[config.mk]
export PLATFORM = sky130hd
export DESIGN_NAME = byte_masked_reg_file
export DESIGN_NICKNAME = d
export VERILOG_FILES = /design/src/rtl/byte_masked_reg_file.sv
export SDC_FILE = /design/constraint.sdc
export NUM_CORES = 1
export LEC_CHECK = 0
export CORE_MARGIN = 2
export CORE_UTILIZATION = 60
export DETAILED_ROUTE_END_ITERATION = 6
export MAX_ROUTING_LAYER = met4
export PLACE_DENSITY = 0.85
export SLEW_MARGIN = 20
export SYNTH_ARGS = -nofsm -noshare
export SYNTH_HDL_FRONTEND = slang
export SYNTH_SLANG_ARGS = --single-unit
[constraint.sdc]
create_clock -name clk -period 2.8 [get_ports clk]
set_input_delay 0.28 -clock clk [delete_from_list [all_inputs] [get_ports clk]]
set_output_delay 0.28 -clock clk [all_outputs]
set_load 0.01 [all_outputs]
[src/rtl/byte_masked_reg_file.sv]
// ---------------------------------------------------------------------------
// byte_masked_reg_file
//
// Byte-masked register file used for control/data staging in the datapath.
// Holds DEPTH words of DATA_W bits. Writes arrive over a valid/ready
// handshake with a per-byte lane enable. Reads are registered with a
// one-cycle latency and are read-first against a same-cycle write. A clr
// pulse starts a background sweep that zeroes one entry per cycle. Writes
// are held off while the sweep runs, but reads are still served.
//
// Optional feature macro: BYTE_MASKED_REG_FILE_PARITY_EN
//   When defined, one even-parity bit is stored per byte lane and is checked
//   on the read path. inj_perr corrupts the stored parity of written lanes.
//   When undefined, rd_perr is tied to 0 and inj_perr is ignored.
//
// Parameters:
//   DATA_W    word width in bits (multiple of 8), NB = DATA_W/8 lanes
//   DEPTH     number of entries (>= 2), AW = $clog2(DEPTH)
//   CLR_UNSEL 0: lanes not enabled keep their value, 1: they are zeroed
//
// Ports:
//   clk, resetn          clock (rising edge), async active-low reset
//   wr_valid/wr_ready    write handshake; wr_ready is low only during a sweep
//   wr_addr/wr_byteena/wr_data  write entry, lane enables, data
//   inj_perr             flip stored parity of enabled lanes (test input)
//   clr                  single-cycle pulse, starts the clear sweep
//   rd_req/rd_addr       read request and entry index
//   rd_valid/rd_data     one-cycle valid pulse with registered read data
//   rd_perr              per-lane parity error, qualified by rd_valid
// ---------------------------------------------------------------------------
module byte_masked_reg_file #(
  parameter  int DATA_W    = 32,
  parameter  int DEPTH     = 8,
  parameter  int CLR_UNSEL = 0,
  localparam int NB        = DATA_W / 8,
  localparam int AW        = $clog2(DEPTH)
) (
  input  logic              clk,
  input  logic              resetn,
  input  logic              wr_valid,
  output logic              wr_ready,
  input  logic [AW-1:0]     wr_addr,
  input  logic [NB-1:0]     wr_byteena,
  input  logic [DATA_W-1:0] wr_data,
  input  logic              clr,
  input  logic              rd_req,
  input  logic [AW-1:0]     rd_addr,
  output logic              rd_valid,
  output logic [DATA_W-1:0] rd_data,
  input  logic              inj_perr,
  output logic [NB-1:0]     rd_perr
);

  localparam logic [0:0]    ST_IDLE  = 1'b0;
  localparam logic [0:0]    ST_CLEAR = 1'b1;
  localparam logic [AW-1:0] LAST_PTR = AW'(DEPTH - 1);

  // Even parity of one byte lane: the stored bit makes the 9-bit group even.
  function automatic logic lane_parity(input logic [7:0] lane);
    return ^lane;
  endfunction

  // Addresses at or above DEPTH are legal on the bus but map to no entry.
  function automatic logic in_range(input logic [AW-1:0] addr);
    return ({{(32-AW){1'b0}}, addr} < $unsigned(DEPTH));
  endfunction

  logic [DATA_W-1:0] mem_r [DEPTH];
  logic [0:0]        state_r;
  logic [0:0]        state_nxt_s;
  logic [AW-1:0]     ptr_r;
  logic [AW-1:0]     ptr_nxt_s;
  logic              wr_fire_s;

  assign wr_ready  = (state_r == ST_IDLE);
  assign wr_fire_s = wr_valid && wr_ready;

  // Sweep controller next-state: a clr seen during the sweep is ignored.
  always_comb begin
    state_nxt_s = state_r;
    ptr_nxt_s   = ptr_r;
    case (state_r)
      ST_IDLE: begin
        if (clr) begin
          state_nxt_s = ST_CLEAR;
          ptr_nxt_s   = '0;
        end else begin
          state_nxt_s = ST_IDLE;
          ptr_nxt_s   = ptr_r;
        end
      end
      ST_CLEAR: begin
        if (ptr_r == LAST_PTR) begin
          state_nxt_s = ST_IDLE;
          ptr_nxt_s   = '0;
        end else begin
          state_nxt_s = ST_CLEAR;
          ptr_nxt_s   = ptr_r + AW'(1'b1);
        end
      end
      default: begin
        state_nxt_s = ST_IDLE;
        ptr_nxt_s   = '0;
      end
    endcase
  end

  // Sweep controller state and pointer registers.
  always_ff @(posedge clk or negedge resetn) begin
    if (!resetn) begin
      state_r <= ST_IDLE;
      ptr_r   <= '0;
    end else begin
      state_r <= state_nxt_s;
      ptr_r   <= ptr_nxt_s;
    end
  end

  // Data storage: sweep clear has priority; writes cannot fire while sweeping.
  always_ff @(posedge clk or negedge resetn) begin
    if (!resetn) begin
      for (int i = 0; i < DEPTH; i++) begin
        mem_r[i] <= '0;
      end
    end else if (state_r == ST_CLEAR) begin
      mem_r[ptr_r] <= '0;
    end else if (wr_fire_s && in_range(wr_addr)) begin
      for (int b = 0; b < NB; b++) begin
        if (wr_byteena[b]) begin
          mem_r[wr_addr][8*b +: 8] <= wr_data[8*b +: 8];
        end else if (CLR_UNSEL != 0) begin
          mem_r[wr_addr][8*b +: 8] <= 8'h00;
        end
      end
    end
  end

  // Registered read port: samples the pre-write contents (read-first).
  always_ff @(posedge clk or negedge resetn) begin
    if (!resetn) begin
      rd_valid <= 1'b0;
      rd_data  <= '0;
    end else begin
      rd_valid <= rd_req;
      if (rd_req) begin
        rd_data <= in_range(rd_addr) ? mem_r[rd_addr] : '0;
      end
    end
  end

`ifdef BYTE_MASKED_REG_FILE_PARITY_EN
  logic [NB-1:0] par_r [DEPTH];

  // Parity storage tracks the data storage lane by lane; inj_perr inverts
  // the bit of every lane written in that transaction.
  always_ff @(posedge clk or negedge resetn) begin
    if (!resetn) begin
      for (int i = 0; i < DEPTH; i++) begin
        par_r[i] <= '0;
      end
    end else if (state_r == ST_CLEAR) begin
      par_r[ptr_r] <= '0;
    end else if (wr_fire_s && in_range(wr_addr)) begin
      for (int b = 0; b < NB; b++) begin
        if (wr_byteena[b]) begin
          par_r[wr_addr][b] <= lane_parity(wr_data[8*b +: 8]) ^ inj_perr;
        end else if (CLR_UNSEL != 0) begin
          par_r[wr_addr][b] <= 1'b0;
        end
      end
    end
  end

  // Parity check registered alongside rd_data; unmapped addresses read clean.
  always_ff @(posedge clk or negedge resetn) begin
    if (!resetn) begin
      rd_perr <= '0;
    end else if (rd_req) begin
      if (in_range(rd_addr)) begin
        for (int b = 0; b < NB; b++) begin
          rd_perr[b] <= par_r[rd_addr][b] ^ lane_parity(mem_r[rd_addr][8*b +: 8]);
        end
      end else begin
        rd_perr <= '0;
      end
    end
  end
`else
  logic unused_inj_s;

  assign unused_inj_s = inj_perr;
  assign rd_perr      = '0;
`endif

endmodule

==> flow_metrics.env <==
export IMPL_cp_arrival_ns=2.14
export IMPL_num_rows=54
export IMPL_grt_max_degree=95
export IMPL_worst_pin_slew_ns=0.857
export IMPL_die_height_um=154
export IMPL_htreeDepth=1
export IMPL_area_growth_pct=15.9
export IMPL_power_density_nw_per_um2=806
export IMPL_ys_seq_elements=293
export IMPL_clock_sinks=293
export IMPL_vias=10854
export IMPL_cp_num_buf_inv=2
export IMPL_clockBufferDepth=3
export IMPL_crit_path_cell_trace="inv_1 -> clkdlybuf4s50_1"
export IMPL_die_w_um=154
export IMPL_cp_end_kind="output pin"
export IMPL_initial_core_util_pct=61.6
export IMPL_maxSlewHeadroom_pct=42.9
export IMPL_crit_slowest_cell="dfrtp_1"
export IMPL_num_antenna_cells=0
export IMPL_power_uw=12600
export IMPL_ys_warn_count=0
export IMPL_wl_per_cell_um=21.9
export IMPL_slowest_delay_ns=0.79
export IMPL_io_buffers=80
export IMPL_grt_pass1_wl_um=59100
export IMPL_grt_antenna_before_repair=0
export IMPL_overflow=0
export IMPL_insertion_delay_ns=0.55
export IMPL_hold_class="primary input to flop"
export IMPL_drcViolationCount=0
export IMPL_dp_hpwl_um=23200
export IMPL_place_ws_ns=0.369
export IMPL_boundaryPins=86
export IMPL_worstPathMaxFanout=22
export IMPL_final_min_clock_period_ns=2.42
export IMPL_coreArea_um2=22000
export IMPL_gp_congestion=0.866
export IMPL_fin_crit_sh_pct=86.5
export IMPL_path_clk_slew_ns=0.06
export IMPL_stdcell_count=1691
export IMPL_outcome="finished clean"
export IMPL_slew_violations=0
export IMPL_netlist_area_um2=13500
export IMPL_cellLeakagePower_uw=0.00690
export IMPL_syn_area_per_cell_um2=10.3
export IMPL_syn_inst=1310
export IMPL_path_delay_family="buffers and inverters"
export IMPL_startpoint_type="flop"
export IMPL_drt_iter0_markers=1085
export IMPL_routed_wl_um=37000
export IMPL_finalSetupTns_ns=0
export IMPL_fin_nets=1439
export IMPL_die_area_um2=23800
export IMPL_ant_nets=0
export IMPL_ys_seq_area_share_pct=54.2
export IMPL_vias_per_cell=6.42
export IMPL_drive_above_1_share_pct=9.14
export IMPL_cts_inserted_buffers=30
export IMPL_grt_pass1_vias=11024
export IMPL_clock_skew_ns=0.00959
export IMPL_track_usage_pct=32.4
export IMPL_hold_viol_final=0
export IMPL_max_cap_viol_count=0
export IMPL_path_class="flop to output pin"
export IMPL_fill_cells=1530
export IMPL_drtPass1Iterations=5
export IMPL_setup_viol=0
export IMPL_clock_fmax_ghz=0.413
export IMPL_worst_slack_ns=0.379
export IMPL_dp_cells=1636
export IMPL_crit_required_ns=2.52
export IMPL_tritoncts="yes"
export IMPL_rsz0062_at_grt="no"
export IMPL_ir_worst_vdd_uv=522
export IMPL_synth_distinct_cells=34
export IMPL_root_buffer="clkbuf_16"
[sequential cells by signal, summed over array words and instances, names as in the netlist]
signal,count
rd_valid,1
mem_r,256
ptr_r,3
state_r,1
rd_data,32
[per-stage QoR]
stage	hold WS [ns]	utilization (%)	area, um^2
floorplan	-0.0156	-	13500
global placement	0.352	67.0	14700
detailed placement	0.357	67.0	14700
CTS	0.157	71.5	15700
global route	0.184	71.5	15700
finish	0.168	71.5	15700
[where the power goes]
group | switching [uW] | internal [uW] | total, uW | leakage, uW
combinational | 2000 | 1270 | 3270 | 0.00242
sequential | 476 | 5040 | 5520 | 0.00401
clock | 1610 | 2260 | 3870 | 0.000473
total | 4090 | 8560 | 12600 | 0.00690
[layer usage]
metal  vias to the layer above  routed length, um  GRT usage, %
met2                       532              18000          50.7
met5                         -                  0             -
met3                       120               2830          5.07
met4                         0               1520          14.9
met1                      5370              14600          42.2
li1                       4832                  -             -
[Yosys cell counts]
cell / count / area share [%]
a211o_1: 32 / 2.1
inv_1: 258 / 7.2
a21oi_4: 14 / 1.7
buf_4: 8 / 0.44
and2_1: 1 / 0.046
nand4_1: 1 / 0.046
and4bb_2: 2 / 0.18
a41o_1: 32 / 2.4
buf_2: 16 / 0.59
buf_1: 5 / 0.14
o2111ai_1: 32 / 2.1
nor2b_1: 67 / 3.1
a21oi_1: 1 / 0.037
nand4bb_1: 6 / 0.50
or4b_4: 3 / 0.31
nor2_1: 3 / 0.083
a22oi_1: 32 / 1.8
o22ai_1: 256 / 12
conb_1: 1 / 0.028
clkbuf_1: 42 / 1.2
nor4bb_1: 2 / 0.15
a21oi_2: 22 / 1.4
and4b_1: 4 / 0.30
ha_1: 2 / 0.18
nand2_1: 97 / 2.7
nand2b_1: 1 / 0.046
dfrtp_1: 293 / 54
or4_4: 1 / 0.083
nand2_2: 3 / 0.14
o21ai_0: 3 / 0.11
nand3_1: 1 / 0.037
nand4b_1: 4 / 0.26
or4b_1: 1 / 0.074
mux2i_1: 64 / 4.7
[what timing repair did]
action | 4_1_cts | 5_1_grt
hold buffers | 1 | 0
endpoints found under the hold margin | 85 | 0
buffers inserted | 0 | 0
setup endpoints to repair | 0 | 0
resized for setup | 0 | 0
[path summary, 6_finish.rpt]
path,slack (ns),start,cells after the start,to
min in group asynchronous,0.36,resetn,2,mem_r[115]
max,0.38,state_r,2,wr_ready
min reg2reg,0.54,mem_r[167],2,mem_r[167]
max in group asynchronous,1.60,resetn,3,mem_r[141]
max reg2reg,0.49,state_r,4,mem_r[143]
min,0.17,rd_req,1,rd_valid
[cells in the final DEF (no fill, tap or decap), types with 4 or more instances in the layout]
cell type / n
nand4bb_1: 6
dfrtp_1: 293
nand4b_1: 4
nor2b_1: 66
buf_4: 28
conb_1: 4
clkbuf_1: 9
clkbuf_8: 9
a21oi_2: 22
nand2_1: 97
o2111ai_1: 32
buf_12: 6
a211o_1: 32
inv_1: 258
o22ai_1: 256
a41o_1: 32
a21oi_4: 14
clkbuf_16: 31
a22oi_1: 32
mux2i_1: 64
clkdlybuf4s50_1: 77
clkinv_2: 4
and4b_1: 4
[final cells by class]
class | instances | area, um^2 | share of cell area, %
Sequential cell | 293 | 7330 | 46.7
Multi-Input combinational cell | 691 | 4940 | 31.5
Timing Repair Buffer | 115 | 1140 | 7.28
Inverter | 258 | 968 | 6.17
Clock buffer | 49 | 933 | 5.95
Tap cell | 280 | 350 | 2.23
Clock inverter | 5 | 27.5 | 0.175
[cell families after synthesis]
group | after synthesis | synth area share [%]
other cells | 1 | 0.0277
buf+inv | 329 | 9.49
flops | 293 | 54.2
mux | 64 | 4.73
compound gates | 424 | 23.4
fa+ha+maj | 2 | 0.185
simple gates | 197 | 8.03
No activity file was read; power rests on OpenSTA's default activity.
